[src/rtl/wishbone_decoder_if.sv]
// Wishbone bus bundle seen by the address decoder: upstream master side plus
// the per-slot fan-out towards the peripherals.
interface wishbone_decoder_if #(
    parameter int SLAVES_WIDTH  = 2,
    parameter int ADDRESS_WIDTH = 32,
    parameter int DATA_WIDTH    = 32
);
    localparam int SLAVES_COUNT = 1 << SLAVES_WIDTH;

    logic                               mCycI;
    logic                               mStbI;
    logic                               mWeI;
    logic [ADDRESS_WIDTH-1:0]           mAdrI;
    logic [DATA_WIDTH-1:0]              mDatI;
    logic [DATA_WIDTH-1:0]              mDatO;
    logic                               mAckO;
    logic                               mErrO;
    logic [SLAVES_COUNT-1:0]            sCycO;
    logic [SLAVES_COUNT-1:0]            sStbO;
    logic                               sWeO;
    logic [ADDRESS_WIDTH-1:0]           sAdrO;
    logic [DATA_WIDTH-1:0]              sDatO;
    logic [SLAVES_COUNT-1:0]            sAckI;
    logic [DATA_WIDTH*SLAVES_COUNT-1:0] sDatIPacked;

    // The decoder itself: a slave towards the master, fanning out to the peripherals.
    modport slave (
        input  mCycI, mStbI, mWeI, mAdrI, mDatI,
        output mDatO, mAckO, mErrO,
        output sCycO, sStbO, sWeO, sAdrO, sDatO,
        input  sAckI, sDatIPacked
    );

    // The surrounding environment: master plus peripherals.
    modport master (
        output mCycI, mStbI, mWeI, mAdrI, mDatI,
        input  mDatO, mAckO, mErrO,
        input  sCycO, sStbO, sWeO, sAdrO, sDatO,
        output sAckI, sDatIPacked
    );
endinterface

[src/rtl/wishbone_decoder.sv]
// Single-master to multi-slave Wishbone address decoder. The slot is picked from
// the top address bits, locked for the whole master cycle, with timeout/unmapped errors.
//
// state | meaning
// IDLE  | no slave selected, waiting for a master strobe to decode
// CYCLE | slot sel locked, cyc/stb routed to it until mCycI falls
// ERROR | unmapped slot or wait-state timeout, err returned for one clk
module wishbone_decoder #(
    parameter int                            SLAVES_WIDTH   = 2,
    parameter int                            ADDRESS_WIDTH  = 32,
    parameter int                            DATA_WIDTH     = 32,
    parameter logic [(1<<SLAVES_WIDTH)-1:0]  SLAVE_MASK     = '1,
    parameter int                            TIMEOUT_CYCLES = 16
) (
    input logic                clk,
    input logic                rst,
    wishbone_decoder_if.slave  bus
);
    localparam int SLAVES_COUNT = 1 << SLAVES_WIDTH;
    localparam int CNT_WIDTH    = (TIMEOUT_CYCLES > 0) ? $clog2(TIMEOUT_CYCLES + 1) : 1;
    localparam logic [CNT_WIDTH-1:0] CNT_LAST =
        (TIMEOUT_CYCLES > 0) ? CNT_WIDTH'(TIMEOUT_CYCLES - 1) : '0;

    typedef enum logic [1:0] {
        IDLE  = 2'd0,
        CYCLE = 2'd1,
        ERROR = 2'd2
    } state_t;

    state_t                  state, stateNext;
    logic [SLAVES_WIDTH-1:0] sel, selNext;
    logic [CNT_WIDTH-1:0]    waitCnt, waitCntNext;
    logic [SLAVES_WIDTH-1:0] adrSlot;
    logic                    selAck;
    logic                    timeout;

    assign adrSlot   = bus.mAdrI[ADDRESS_WIDTH-1 -: SLAVES_WIDTH];
    assign selAck    = bus.sAckI[sel];
    // An ack in the expiry cycle masks the timeout, so the ack always wins.
    assign timeout   = (TIMEOUT_CYCLES != 0) && bus.mStbI && !selAck && (waitCnt == CNT_LAST);

    assign bus.sWeO  = bus.mWeI;
    assign bus.sAdrO = bus.mAdrI;
    assign bus.sDatO = bus.mDatI;

    always_ff @(posedge clk or posedge rst) begin
        if (rst) begin
            state   <= IDLE;
            sel     <= '0;
            waitCnt <= '0;
        end else begin
            state   <= stateNext;
            sel     <= selNext;
            waitCnt <= waitCntNext;
        end
    end

    always_comb begin
        stateNext   = state;
        selNext     = sel;
        waitCntNext = waitCnt;
        bus.sCycO   = '0;
        bus.sStbO   = '0;
        bus.mAckO   = 1'b0;
        bus.mErrO   = 1'b0;
        bus.mDatO   = '0;
        case (state)
            IDLE: begin
                if (bus.mCycI && bus.mStbI) begin
                    selNext     = adrSlot;
                    waitCntNext = '0;
                    stateNext   = SLAVE_MASK[adrSlot] ? CYCLE : ERROR;
                end
            end
            CYCLE: begin
                bus.sCycO[sel] = bus.mCycI;
                bus.sStbO[sel] = bus.mStbI;
                bus.mAckO      = selAck && bus.mStbI;
                bus.mDatO      = bus.sDatIPacked[DATA_WIDTH*int'(sel) +: DATA_WIDTH];
                waitCntNext    = (bus.mStbI && !selAck) ? waitCnt + 1'b1 : '0;
                if (!bus.mCycI) begin
                    stateNext = IDLE;
                end else if (timeout) begin
                    stateNext = ERROR;
                end
            end
            ERROR: begin
                bus.mErrO = bus.mCycI && bus.mStbI;
                stateNext = IDLE;
            end
            default: begin
                stateNext = IDLE;
            end
        endcase
    end
endmodule

[src/flat_wrapper.sv]
// flat-port wrapper written by rule: the top's interface ports become plain ports
module wishbone_decoder_flat 
#(
    parameter int                            SLAVES_WIDTH   = 2,
    parameter int                            ADDRESS_WIDTH  = 32,
    parameter int                            DATA_WIDTH     = 32,
    parameter logic [(1<<SLAVES_WIDTH)-1:0]  SLAVE_MASK     = '1,
    parameter int                            TIMEOUT_CYCLES = 16
)
  (clk, rst, bus_mCycI, bus_mStbI, bus_mWeI, bus_mAdrI, bus_mDatI, bus_mDatO, bus_mAckO, bus_mErrO, bus_sCycO, bus_sStbO, bus_sWeO, bus_sAdrO, bus_sDatO, bus_sAckI, bus_sDatIPacked);
  wishbone_decoder_if #(.SLAVES_WIDTH(SLAVES_WIDTH), .ADDRESS_WIDTH(ADDRESS_WIDTH), .DATA_WIDTH(DATA_WIDTH)) bus_i ();
  input logic clk;
  input logic rst;
  input wire logic [$bits(bus_i.mCycI)-1:0] bus_mCycI;
  input wire logic [$bits(bus_i.mStbI)-1:0] bus_mStbI;
  input wire logic [$bits(bus_i.mWeI)-1:0] bus_mWeI;
  input wire logic [$bits(bus_i.mAdrI)-1:0] bus_mAdrI;
  input wire logic [$bits(bus_i.mDatI)-1:0] bus_mDatI;
  output wire logic [$bits(bus_i.mDatO)-1:0] bus_mDatO;
  output wire logic [$bits(bus_i.mAckO)-1:0] bus_mAckO;
  output wire logic [$bits(bus_i.mErrO)-1:0] bus_mErrO;
  output wire logic [$bits(bus_i.sCycO)-1:0] bus_sCycO;
  output wire logic [$bits(bus_i.sStbO)-1:0] bus_sStbO;
  output wire logic [$bits(bus_i.sWeO)-1:0] bus_sWeO;
  output wire logic [$bits(bus_i.sAdrO)-1:0] bus_sAdrO;
  output wire logic [$bits(bus_i.sDatO)-1:0] bus_sDatO;
  input wire logic [$bits(bus_i.sAckI)-1:0] bus_sAckI;
  input wire logic [$bits(bus_i.sDatIPacked)-1:0] bus_sDatIPacked;
  assign bus_i.mCycI = bus_mCycI;
  assign bus_i.mStbI = bus_mStbI;
  assign bus_i.mWeI = bus_mWeI;
  assign bus_i.mAdrI = bus_mAdrI;
  assign bus_i.mDatI = bus_mDatI;
  assign bus_mDatO = bus_i.mDatO;
  assign bus_mAckO = bus_i.mAckO;
  assign bus_mErrO = bus_i.mErrO;
  assign bus_sCycO = bus_i.sCycO;
  assign bus_sStbO = bus_i.sStbO;
  assign bus_sWeO = bus_i.sWeO;
  assign bus_sAdrO = bus_i.sAdrO;
  assign bus_sDatO = bus_i.sDatO;
  assign bus_i.sAckI = bus_sAckI;
  assign bus_i.sDatIPacked = bus_sDatIPacked;
  wishbone_decoder #(.SLAVES_WIDTH(SLAVES_WIDTH), .ADDRESS_WIDTH(ADDRESS_WIDTH), .DATA_WIDTH(DATA_WIDTH), .SLAVE_MASK(SLAVE_MASK), .TIMEOUT_CYCLES(TIMEOUT_CYCLES)) u_core (.clk(clk), .rst(rst), .bus(bus_i));
endmodule
[config.mk]
export PLATFORM = sky130hd
export DESIGN_NAME = wishbone_decoder_flat
export DESIGN_NICKNAME = d
export VERILOG_FILES = /design/src/rtl/wishbone_decoder_if.sv /design/src/rtl/wishbone_decoder.sv /design/src/flat_wrapper.sv
export SDC_FILE = /design/constraint.sdc
export NUM_CORES = 1
export LEC_CHECK = 0
export CORE_AREA = 2 2 120 122
export CTS_BUF_LIST = sky130_fd_sc_hd__clkbuf_4 sky130_fd_sc_hd__clkbuf_8
export DETAILED_ROUTE_END_ITERATION = 7
export DIE_AREA = 0 0 122 124
export PLACE_DENSITY_LB_ADDON = 0.2
export SYNTH_ARGS = -nofsm -noshare
export SYNTH_HDL_FRONTEND = slang
export SYNTH_SLANG_ARGS = --single-unit
[constraint.sdc]
create_clock -name clk -period 1.5 [get_ports clk]
set_input_delay 0.15 -clock clk [delete_from_list [all_inputs] [get_ports clk]]
set_output_delay 0.15 -clock clk [all_outputs]
set_load 0.1 [all_outputs]
# Word-level counts from Yosys, hierarchy flattened
# Cells that the tools add are included.
[totals]
regBits = 9
inputBits = 201
output_inout_bits = 107
[classes]
n_addsub = 1
n_lt_le_gt_ge = 3
n_eq_ne = 5
shift = 1
muxes = 19
bitwise = 2
n_reduce_logical = 11
[ops]
columns = ["operator", "n"]
rows = [
  ["$shiftx A128 B8 Y32", 1],
  ["$mux W32", 1],
  ["$mux W5", 2],
  ["$pmux W5 S2", 1],
  ["$and A4 B4 Y4", 2],
  ["$mux W2", 4],
  ["$mux W4", 2],
  ["$lt A2 B3 Y1 const B", 2],
  ["$reduce_and A2 Y1", 3],
  ["$add A5 B1 Y5 const B", 1],
  ["$eq A5 B4 Y1 const B", 1],
  ["$logic_and A1 B1 Y1", 5],
  ["$mux W1", 5],
  ["$bmux W1 S2", 2],
  ["$pmux W2 S2", 1],
  ["$ne A3 B2 Y1 const B", 1],
  ["$demux W1 S2", 1],
  ["$eq A2 B1 Y1 const B", 1],
  ["$eq A2 B2 Y1 const B", 1],
  ["$ge A2 B1 Y1 const B", 1],
  ["$logic_not A2 Y1", 1],
  ["$ne A2 B1 Y1 const B", 1],
  ["$reduce_bool A2 Y1", 1],
  ["$logic_not A1 Y1", 1],
]

# Depth between registers and ports, before layout
# Gate-level depths: netlist of the first run.
[logic_depth]
depth_word = 8
ltp_mapped = 6
ltp_nobuf = 6

# Worst setup path before layout of the first run
# No wires, ideal clock.
[synth_path]
path_kind = "flip-flop to output port"
start = "register u_core.state[1]"
end = "output port bus_sStbO[0]"
t_arrival_ns = 2.884
required_ns = 1.350
path_slack_ns = -1.534
stages_incl_launch_ff = 4
n_path_buf = 1
path_cell_list = "dfrtp_1 -> clkbuf_1 -> nand3b_1 -> nor3_1"
[synth_between]
elab_chain_cells = 2
[synth_lines]
columns = ["element", "line", "text"]
rows = [
  ["from (decl)", "wishbone_decoder.sv:30", "state_t state, stateNext;"],
  ["from (signal assigned)", "wishbone_decoder.sv:52", "state <= stateNext;"],
  ["$eq A2 B1 Y1", "wishbone_decoder.sv:67", "case (state)"],
  ["$mux W4", "wishbone_decoder.sv:67", ""],
  ["to (decl)", "flat_wrapper.sv:23", "output wire logic [$bits(bus_i.sStbO)-1:0] bus_sStbO;"],
]
# Every way passes these cells.

# Final worst setup path of the first run
[layout_path]
start = "register u_core.sel[0]"
end = "output port bus_mDatO[12]"
[layout_between]
elab_chain_cells = 2
[layout_lines]
columns = ["element", "line", "text"]
rows = [
  ["from (decl)", "wishbone_decoder.sv:31", "logic [SLAVES_WIDTH-1:0] sel, selNext;"],
  ["from (signal assigned)", "wishbone_decoder.sv:53", "sel <= selNext;"],
  ["$shiftx A128 B8 Y32", "wishbone_decoder.sv:79", "bus.mDatO = bus.sDatIPacked[DATA_WIDTH*int'(sel) +: DATA_WIDTH];"],
  ["$mux W32", "wishbone_decoder.sv:67", ""],
  ["to (decl)", "flat_wrapper.sv:19", "output wire logic [$bits(bus_i.mDatO)-1:0] bus_mDatO;"],
]
# Every way passes these cells.

==> summary.md, run 1 <==
| Metric | Value |
|---|---|
| Outcome | finished, violations left |
| Failing checks | negative setup slack |
| Setup Crit Path Kind | reg2out |
| I/O Buffers | 181 |
| Max transition margin | 74.5% |
| Reg2Reg Launch Point | u_core.sel[0] |
| Worst Setup Start Kind | flip-flop |
| Drt total wl | 9120 um |
| Worst EP arrival | 1.76 ns |
| Clock sink total | 9 |
| Maximum fanout along the worst path | 5 |
| Synth top area share | 37.0% |
| Max cap viols | 0 |
| Distinct cells, synth | 31 |
| Largest area contributor in the netlist | mux4_2 |
| GR Util All Layers | 10.9% |
| VDD IR max | roughly 0.34 mV |
| Fin crit share | 127% |
| Setup WS pre-CTS | -0.236 ns |
| Final setup margin | -0.409 ns |
| Clock Latency Late Sink | 0.24 ns |
| Syn Inst Count | 200 |
| Worst-Margin Slew | 0.382 ns |
| CORE AREA | 13700 um2 |
| Ant diodes | 0 |
| Global-route wire length before repair | 12600 um |
| Vias per cell | between 4 and 5 |
| Pwr Density | 784 nW/um2 |
| DR DRC count | 0 |
| Synth area leaders | mux4_2 37%, buf_4 25%, dfrtp_1 11% |
| TritonCTS clock tree | built |
| Final hold vios | 0 |
| Starting Density | approximately 15% |
| Fraction of layout cells with a size suffix above 1 | between 50% and 60% |
| Syn Nets | 403 |
| Row count | 43 |
| Die height | 124 um |
| Sequential element share of the synthesized area | 11.2% |
| Synth Flop Type | dfrtp_1 |
| CTS Hold Bufs | 0 |
| Skew final | 0.00245 ns |
| Total gr overflow | 0 |
| Root buffer cell | clkbuf_8 |
| Worst Hold Class | in2async |
| Fin crit period | between 1.5 and 2 ns |
| Nets | roughly 540 |
| First-pass DRT Iterations | 4 |
| Worst-path clk slew | roughly 0.050 ns |
| Avg Cell Area, Syn | 10.0 um2 |
| Initial antenna violation count | 0 |
| Syn Std Cell Area | 2010 um2 |
| Worst R2R Path Depth | 6 |
| YS warnings | 0 |
| Initial DRC count | 48 |
| RSZ-0062 raised after global routing | true |
| H-tree Lvls | 1 |
| Wire per inst | approximately 18 um |
| Pin count of the biggest net entering global routing | 27 |
| Hold WS | around 0.19 ns |
| Setup violators final | 48 |
| Number of CTS-inserted buffers | 3 |
| Post-synthesis register bit count | 9 |
| Fmax | 0.524 GHz |
| Pins over their slew limit | 0 |
| FF-to-FF setup slack | -0.34 ns |
| Number of flops mapped to enable cells by yosys | 0 |
| Vias | 2094 |
| GP Congestion | 0.723 |
| Hpwl dp | ~7400 um |
| Max clock buf depth | 2 |
| Asr flop ratio synth | 100% |
| RR Endpoint | u_core.waitCnt[3] |
| I/O pins | 308 |
| Layout area overhead | 140% |
| Die W | 122 um |
| Full die area | 15100 um2 |
| Vias in the first global route | 2286 |
| Crit end category | output port |
| WP data required | 1.35 ns |
| Leak | 1.84 nW |
| Antenna-violating nets left | 0 |
[timing repair]
item,4_1_cts,5_1_grt
buffers inserted,7,1
pin swaps,16,2
setup endpoints to repair,49,49
gates cloned,1,2
resized for setup,34,9
[metrics by stage]
| step | util [%] | area (um2) | std cells | power [mW] | TNS, ns |
|---|---|---|---|---|---|
| finish | 35.1 | 4810 | 518 | 3.77 | -14.93 |
| detailed placement | 32.6 | 4470 | 505 | 3.21 | -7.35 |
| global placement | 32.6 | 4470 | 505 | 3.20 | -7.30 |
| global route | 35.1 | 4810 | 518 | 3.93 | -17.65 |
| floorplan | - | 2400 | 200 | 2.93 | -8.79 |
| CTS | 34.6 | 4750 | 517 | 3.75 | -16.39 |
[sequential cells by signal, summed over array words and instances, names as in the netlist]
| register | cells |
|---|---|
| u_core.waitCnt | 5 |
| u_core.sel | 2 |
| u_core.state | 2 |
[how the worst max path moves through the flow]
| stage | endpoint | slack [ns] | start | depth (start not counted) |
|---|---|---|---|---|
| finish | bus_mDatO[12] | -0.41 | u_core.sel[0] | 5 |
| global route | bus_mDatO[12] | -0.46 | u_core.sel[0] | 5 |
| CTS | bus_mDatO[12] | -0.45 | u_core.sel[0] | 5 |
| detailed placement | u_core.waitCnt[3] | -0.24 | bus_sAckI[3] | 5 |
| global placement | bus_mDatO[12] | -0.21 | u_core.sel[0] | 4 |
| floorplan | bus_sStbO[1] | -0.49 | u_core.state[1] | 3 |
[layout by cell type (no fill, tap or decap), types with 2 or more instances in the layout]
cell / count
nand3b_1: 2
mux2_2: 2
nor3_4: 2
buf_12: 51
dfrtp_2: 4
dlygate4sd2_1: 2
clkbuf_8: 3
inv_1: 3
clkbuf_16: 2
nor2b_4: 33
buf_4: 13
nand2b_4: 3
o21ai_0: 3
nand2_1: 3
dfrtp_1: 5
clkdlybuf4s50_1: 135
buf_6: 8
nor2_4: 8
mux4_2: 33
ha_1: 2
[cell type report]
type                       count  area (um2)
fill                        1361        8910
timing repair buffer         212        2660
multi-input combinational    110        1640
sequential                     9         230
tap                          180         225
clock buffer                   4        48.8
inverter                       3        11.3
[logic make-up (layout without fill, tap and decap cells)]
kind of cell             count (synthesis)  after routing  share of synthesized area (%)
AO/OA/AOI/OAI                           11             11                           3.68
adder cells (fa/ha/maj)                  2              2                           1.25
buffers and inverters                   81            219                           27.8
flip-flops                               9              9                           11.2
multiplexers                            35             35                           38.1
AND/OR/NAND/NOR                         62             62                           17.9
[report_power, final]
group	switching, mW	total (mW)	internal [mW]
clock	0.105	0.309	0.204
combinational	1.51	3.17	1.65
sequential	0.0346	0.298	0.263
[synthesized netlist by cell type (2+ instances only)]
master and number:
nand3b_1 2, nor3_1 3, ha_1 2, nor2b_1 34
mux2_2 2, buf_2 2, dfrtp_1 9, clkbuf_1 7
inv_1 3, buf_1 2, buf_4 67, nand2b_1 3
o21ai_0 3, nor2_1 8, nand2_1 4, mux4_2 33
a21oi_1 2
[worst max-delay path: stages (launching register included)]
cell and delay (ns):
dfrtp_2 0.42, buf_12 0.14, buf_12 0.13, mux4_2 0.52, nor2b_4 0.15, buf_12 0.16
[layer usage]
| layer | global-route usage [%] | vias to the layer above | part of all wire, % |
|---|---|---|---|
| met1 | 12.2 | 1007 | 37 |
| met5 | 0 | - | 0 |
| met2 | 20.3 | 128 | 50 |
| met3 | 2.47 | 28 | 10 |
| li1 | - | 931 | - |
| met4 | 3.59 | 0 | 2.1 |
Note: power is estimated with default switching activity, not from simulation.
==> inputs of run 2 (changes only) <==
--- a/config.mk
+++ b/config.mk
@@ -5,10 +5,10 @@
 export SDC_FILE = /design/constraint.sdc
 export NUM_CORES = 1
 export LEC_CHECK = 0
-export CORE_AREA = 2 2 120 122
+export CORE_AREA = 2 2 118 120
 export CTS_BUF_LIST = sky130_fd_sc_hd__clkbuf_4 sky130_fd_sc_hd__clkbuf_8
 export DETAILED_ROUTE_END_ITERATION = 7
-export DIE_AREA = 0 0 122 124
+export DIE_AREA = 0 0 120 122
 export PLACE_DENSITY_LB_ADDON = 0.2
 export SYNTH_ARGS = -nofsm -noshare
 export SYNTH_HDL_FRONTEND = slang
==> constraint.sdc (replaced) <==
create_clock -name clk -period 2.25 [get_ports clk]
set_input_delay 0.225 -clock clk [delete_from_list [all_inputs] [get_ports clk]]
set_output_delay 0.225 -clock clk [all_outputs]
set_load 0.1 [all_outputs]
==> run 2 against run 1 <==
Effect of this change: the flow now finishes without violations; sequential power decreased by 29%; non-clock buffer count fell by 24; power fell by 43%; setup slack better by 0.65 ns; routed wire length fell by 12%; global-route usage shrank 0.78 points; design area decreased by 14%.
==> summary.md, run 2 (same netlist as run 1, synthesis figures left out) <==
| Metric | Value |
|---|---|
| CP max-delay cell | mux4_2 |
| Crit-path most repeated cell | buf_12 |
| Pins over their slew limit | 0 (unchanged) |
| RR Endpoint | u_core.waitCnt[3] |
| Pwr Density | 514 nW/um2 (-34%) |
| Max clock buf depth | 2 (unchanged) |
| I/O pins | 308 (unchanged) |
| Root buffer cell | clkbuf_8 |
| Antenna-violating nets left | 0 (unchanged) |
| Number of CTS-inserted buffers | 3 (unchanged) |
| Final hold vios | 0 (unchanged) |
| Initial DRC count | 26 (-46%) |
| Row count | 43 (unchanged) |
| Top delay family on crit path | multiplexers |
| RSZ-0062 raised after global routing | false |
| I/O Buffers | 181 (unchanged) |
| Hold WS | 0.276 ns (+0.0891 ns) |
| GR Util All Layers | 10.1% (-0.78 points) |
| CTS Hold Bufs | 0 (unchanged) |
| GP Congestion | 0.725 (+0.21%) |
| Reg2Reg Launch Point | u_core.sel[1] |
| Max incr delay on CP | 0.53 ns (about the same) |
| Largest regs | u_core.waitCnt x5, u_core.sel x2, u_core.state x2 |
| Total gr overflow | 0 (unchanged) |
| FF-to-FF setup slack | 0.49 ns (+0.83 ns) |
| Vias in the first global route | 2105 (-7.9%) |
| Most frequent cells in the layout | 137 x clkdlybuf4s50_1, 45 x buf_12, 33 x mux4_2, 25 x nor2b_2, 9 x nor2b_1 |
| Post-CTS Setup Bufs | 0 (-7) |
| Worst EP arrival | 1.79 ns (+0.03 ns) |
| Crit. Startpoint | u_core.sel[0] |
| Reg with most FFs | u_core.waitCnt |
| Worst Path Buf+Inv | 2 (-1) |
| Skew final | 0.000656 ns (-0.00179 ns) |
| Setup Crit Path Kind | reg2out |
| First-pass DRT Iterations | 4 (unchanged) |
| Leak | 1.50 nW (-19%) |
| VDD IR max | 0.284 mV (-16%) |
| Setup WS pre-CTS | 0.303 ns (+0.539 ns) |
| Ant diodes | 0 (unchanged) |
| DR DRC count | 0 (unchanged) |
| H-tree Lvls | 1 (unchanged) |
| Fin crit period | a little over 2 ns |
| Full die area | 14600 um2 (-3.2%) |
| Wire per inst | 16.2 um (-8.0%) |
| Fraction of layout cells with a size suffix above 1 | 41.1% (-10 points) |
| Worst-path clk slew | 0.04 ns (about the same) |
| Outcome | finished, final reports clean |
| TritonCTS clock tree | built |
| Worst Setup Start Kind | flip-flop |
| Nets | 518 (-4.4%) |
| Vias per cell | 3.95 (-2.3%) |
| Vias | 1952 (-6.8%) |
| Layout area overhead | 107% |
| Clock Latency Late Sink | 0.23 ns (about the same) |
| Fmax | just under 0.5 GHz |
| Initial antenna violation count | 0 (unchanged) |
| Crit end category | output port |
| Maximum fanout along the worst path | 17 (+12) |
| Global-route wire length before repair | 11600 um (-7.9%) |
| CORE AREA | 13500 um2 (-1.6%) |
| CTS resizes | 0 (-100%) |
| Max cap viols | 0 (unchanged) |
| Clock sink total | 9 (unchanged) |
| Die W | 120 um (-1.6%) |
| Largest register FFs | 5 (unchanged) |
| Worst Hold Class | in2async |
| WP data required | 2.03 ns (+0.68 ns) |
| Max transition margin | 64.8% (-9.7 points) |
| Worst R2R Path Depth | 3 (-3) |
| Drt total wl | 8000 um (-12%) |
| Fin crit share | 89.5% |
| Worst-Margin Slew | 0.528 ns (+0.146 ns) |
| Commonest non-fill, non-tap cell in the layout | clkdlybuf4s50_1 |
| Hpwl dp | 6910 um (-6.5%) |
| Die height | 122 um (-1.6%) |
| Setup violators final | 0 (-100%) |
| Pin count of the biggest net entering global routing | 26 (-3.7%) |
| Final setup margin | 0.237 ns (+0.647 ns) |
| Crit path cell chain | buf_12 -> mux4_2 -> nor2b_1 -> buf_12 |
| Starting Density | 14.9% (+0.23 points) |
==> run 2: cell count changes in the layout (fill, tap and decap cells not counted), sizes merged <==
cell	delta
clkbuf	-2
clkdlybuf4s50	+2
buf	-22
dlygate4sd2	-2
==> run 2: worst max path at each step <==
stage,slack [ns],cells past startpoint,to
after global routing,0.13,4,bus_mDatO[31]
after global placement,0.35,4,u_core.waitCnt[3]
after floorplan,-0.28,4,bus_mDatO[1]
after CTS,0.20,4,bus_mDatO[31]
after detailed placement,0.30,4,u_core.waitCnt[3]
final,0.24,4,bus_mDatO[4]
==> run 2: metal layers <==
layer	track usage [%]	up-vias	wire length [um]
li1	-	887	-
met1	10.8	913	2750
met2	18.3	134	4150
met3	4.07	18	964
met4	2.87	0	135
met5	0	-	0
==> run 2: final cells by class <==
cell class | count | area (um2)
Timing Repair Buffer | 188 | 2320
Tap cell | 180 | 225
Fill cell | 1347 | 9350
Clock buffer | 4 | 48.8
Inverter | 3 | 11.3
Multi-Input combinational cell | 110 | 1320
Sequential cell | 9 | 228
==> run 2: through the flow <==
step,instance area (um2),power (mW),util [%],std cells,setup TNS [ns]
2_1_floorplan,2100,1.79,-,200,-2.29
3_3_place_gp,4100,1.96,30.4,490,0
3_5_place_dp,4100,1.96,30.4,490,0
4_1_cts,4150,2.17,30.7,494,0
5_1_grt,4150,2.24,30.7,494,0
6_report,4150,2.14,30.7,494,0
==> run 2: where the power goes <==
group / total (mW) / leakage (nW) / switching (mW) / internal, mW
Combinational: 1.73 / 1.35 / 0.882 / 0.845
Sequential: 0.213 / 0.117 / 0.0378 / 0.175
Clock: 0.195 / 0.0262 / 0.0602 / 0.135
==> run 2: worst register-to-register path: stages (launching register included) <==
cell      delay, ns
dfrtp_2        0.60
mux4_2         0.45
or4_1          0.53
o211ai_1       0.10
==> inputs of run 3 (changes only) <==
--- a/config.mk
+++ b/config.mk
@@ -5,10 +5,12 @@
 export SDC_FILE = /design/constraint.sdc
 export NUM_CORES = 1
 export LEC_CHECK = 0
-export CORE_AREA = 2 2 118 120
+export CELL_PAD_IN_SITES_DETAIL_PLACEMENT = 0
+export CELL_PAD_IN_SITES_GLOBAL_PLACEMENT = 1
+export CORE_AREA = 2 2 119 121
 export CTS_BUF_LIST = sky130_fd_sc_hd__clkbuf_4 sky130_fd_sc_hd__clkbuf_8
 export DETAILED_ROUTE_END_ITERATION = 7
-export DIE_AREA = 0 0 120 122
+export DIE_AREA = 0 0 121 123
 export PLACE_DENSITY_LB_ADDON = 0.2
 export SYNTH_ARGS = -nofsm -noshare
 export SYNTH_HDL_FRONTEND = slang
==> run 3 against run 2 <==
Effect of this change: combinational power about the same; hold slack got worse by 0.0072 ns; maximum frequency decreased by 5.9%; sequential share of layout area increased by 0.057 points; clock power increased by 5%; non-clock buffer count unchanged; final cell count unchanged; critical path depth unchanged; clock skew increased by 0.0018 ns; largest cell class unchanged; highest routed layer unchanged.
==> summary.md, run 3 (same netlist as run 1, synthesis figures left out) <==
| Metric | Value |
|---|---|
| Top delay family on crit path | flip-flops |
| Antenna-violating nets left | 0 (unchanged) |
| Die W | 121 um (+0.83%) |
| Crit end category | output port |
| Worst R2R Path Depth | 3 (unchanged) |
| Final setup margin | 0.111 ns (-0.126 ns) |
| Worst Setup Start Kind | flip-flop |
| I/O Buffers | 181 (unchanged) |
| CTS Hold Bufs | 0 (unchanged) |
| Number of CTS-inserted buffers | 3 (unchanged) |
| Commonest non-fill, non-tap cell in the layout | clkdlybuf4s50_1 |
| Final hold vios | 0 (unchanged) |
| RSZ-0062 raised after global routing | false |
| Worst Hold Class | in2async |
| Row count | 43 (unchanged) |
| Crit path cell chain | buf_12 -> mux4_2 -> nor2b_2 -> buf_12 |
| Vias | 1940 (-0.61%) |
| Max incr delay on CP | 0.55 ns (+0.02 ns) |
| Ant diodes | 0 (unchanged) |
| Worst EP arrival | 1.91 ns (+0.12 ns) |
| GP Congestion | 0.673 (-7.2%) |
| Vias per cell | 3.93 (-0.61%) |
| Root buffer cell | clkbuf_8 |
| Most frequent cells in the layout | 137 x clkdlybuf4s50_1, 45 x buf_12, 33 x mux4_2, 25 x nor2b_2, 9 x nor2b_1 |
| Wire per inst | 17.2 um (+6.0%) |
| VDD IR max | 0.234 mV (-18%) |
| TritonCTS clock tree | built |
| Outcome | finished, final reports clean |
| Fin crit period | 2.14 ns (+0.126 ns) |
| Crit-path most repeated cell | buf_12 |
| Seq pwr share | 9.8% (-0.2 points) |
| Comb power frac | 80.7% (-0.2 points) |
| Worst Path Buf+Inv | 2 (unchanged) |
| RR Endpoint | u_core.waitCnt[3] |
| Clock Latency Late Sink | 0.23 ns (about the same) |
| Leak | 1.50 nW (about the same) |
| Net switching power | 0.989 mW (+0.95%) |
| Hpwl dp | 7020 um (+1.5%) |
| CTS resizes | 1 (+1) |
| Nets | 518 (unchanged) |
| Max cap viols | 0 (unchanged) |
| Maximum fanout along the worst path | 18 (+1) |
| WP data required | 2.03 ns (about the same) |
| Die height | 123 um (+0.82%) |
| Drt total wl | 8480 um (+6.0%) |
| Hold WS | 0.269 ns (-0.00724 ns) |
| Clock Power Share | 9.5% (+0.4 points) |
| Crit. Startpoint | u_core.sel[0] |
| Setup violators final | 0 (unchanged) |
| Skew final | 0.00245 ns (+0.00179 ns) |
| I/O pins | 308 (unchanged) |
| Int Power | 1.16 mW (about the same) |
| Switch share | 46.1% (+0.21 points) |
| Worst-path clk slew | 0.05 ns (about the same) |
| Setup Crit Path Kind | reg2out |
| Total gr overflow | 0 (unchanged) |
| Initial antenna violation count | 0 (unchanged) |
| Vias in the first global route | 2070 (-1.7%) |
| Pwr Density | 517 nW/um2 (+0.43%) |
| GR Util All Layers | 10.7% (+0.55 points) |
| Setup WS pre-CTS | 0.254 ns (-0.0489 ns) |
| Layout area overhead | 107% (about the same) |
| Max clock buf depth | 2 (unchanged) |
| Fill cells | 1371 (+1.8%) |
| Fmax | 0.468 GHz (-5.9%) |
| H-tree Lvls | 1 (unchanged) |
| Starting Density | 14.8% (-0.12 points) |
| Reg2Reg Launch Point | u_core.sel[0] |
| FF-to-FF setup slack | 0.40 ns (-0.09 ns) |
| Pins over their slew limit | 0 (unchanged) |
| Post-CTS Setup Bufs | 0 (unchanged) |
| Fin crit share | 95.1% (+5.6 points) |
| Largest regs | u_core.waitCnt x5, u_core.sel x2, u_core.state x2 |
| Worst-Margin Slew | 0.384 ns (-0.144 ns) |
| CP max-delay cell | dfrtp_4 |
| Clock sink total | 9 (unchanged) |
| Fraction of layout cells with a size suffix above 1 | 41.1% (unchanged) |
| CORE AREA | 13600 um2 (+0.80%) |
| Pin count of the biggest net entering global routing | 33 (+27%) |
| Initial DRC count | 36 (+38%) |
| First-pass DRT Iterations | 4 (unchanged) |
| Full die area | 14900 um2 (+1.7%) |
| DR DRC count | 0 (unchanged) |
| Largest register FFs | 5 (unchanged) |
| Global-route wire length before repair | 12200 um (+5.4%) |
| Max transition margin | 74.4% (+9.6 points) |
| Reg with most FFs | u_core.waitCnt |
[run 3: changes by cell type in the layout (fill, tap and decap cells not counted)]
cell and delta:
dfrtp_2 -1, dfrtp_4 +1
[run 3: how the worst max path moves through the flow]
| stage | end | slack, ns | cells after the start |
|---|---|---|---|
| 4_1_cts | bus_mDatO[16] | 0.06 | 4 |
| 2_1_floorplan | bus_mDatO[1] | -0.28 | 4 |
| 3_3_place_gp | bus_mDatO[16] | 0.24 | 4 |
| 6_report | bus_mDatO[16] | 0.11 | 4 |
| 3_5_place_dp | bus_mDatO[16] | 0.25 | 4 |
| 5_1_grt | bus_mDatO[23] | 0.01 | 4 |
[run 3: per-layer routing]
metal | up-vias | GRT usage [%] | routed length, um
met3 | 18 | 3.46 | 1020
met4 | 0 | 2.25 | 93
li1 | 883 | - | -
met5 | - | 0 | 0
met2 | 149 | 18.9 | 4260
met1 | 890 | 12.6 | 3100
[run 3: power groups by stage]
stage                     registers, mW  clock network [mW]  logic, mW
after floorplan                   0.184                   0       1.61
after global placement            0.213                   0       1.75
after detailed placement          0.212                   0       1.76
after CTS                         0.212               0.212       1.76
after global routing              0.216               0.221       1.81
final                             0.209               0.204       1.73
[run 3: worst register-to-register path: cells and delay by family, from the launching register on]
| family | cells | cell delay, ns |
|---|---|---|
| flops | 1 | 0.55 |
| mux | 1 | 0.61 |
| compound gates | 1 | 0.09 |
| simple gates | 1 | 0.52 |
[run 3: area by class of cell]
class                      count  area, um2  share of cell area, %
clock buffer                   4       48.8                   1.18
inverter                       3       11.3                  0.271
multi-input combinational    110       1320                   31.8
sequential                     9        230                   5.54
tap                          180        225                   5.42
timing repair buffer         188       2320                   55.8
[run 3: metrics by stage]
stage	instances	util [%]	total power [mW]	TNS, ns	area [um2]
finish	494	30.5	2.15	0	4150
global route	494	30.5	2.25	0	4150
CTS	494	30.5	2.19	0	4150
detailed placement	490	30.1	1.97	0	4100
global placement	490	30.1	1.96	0	4100
floorplan	200	-	1.79	-2.29	2100
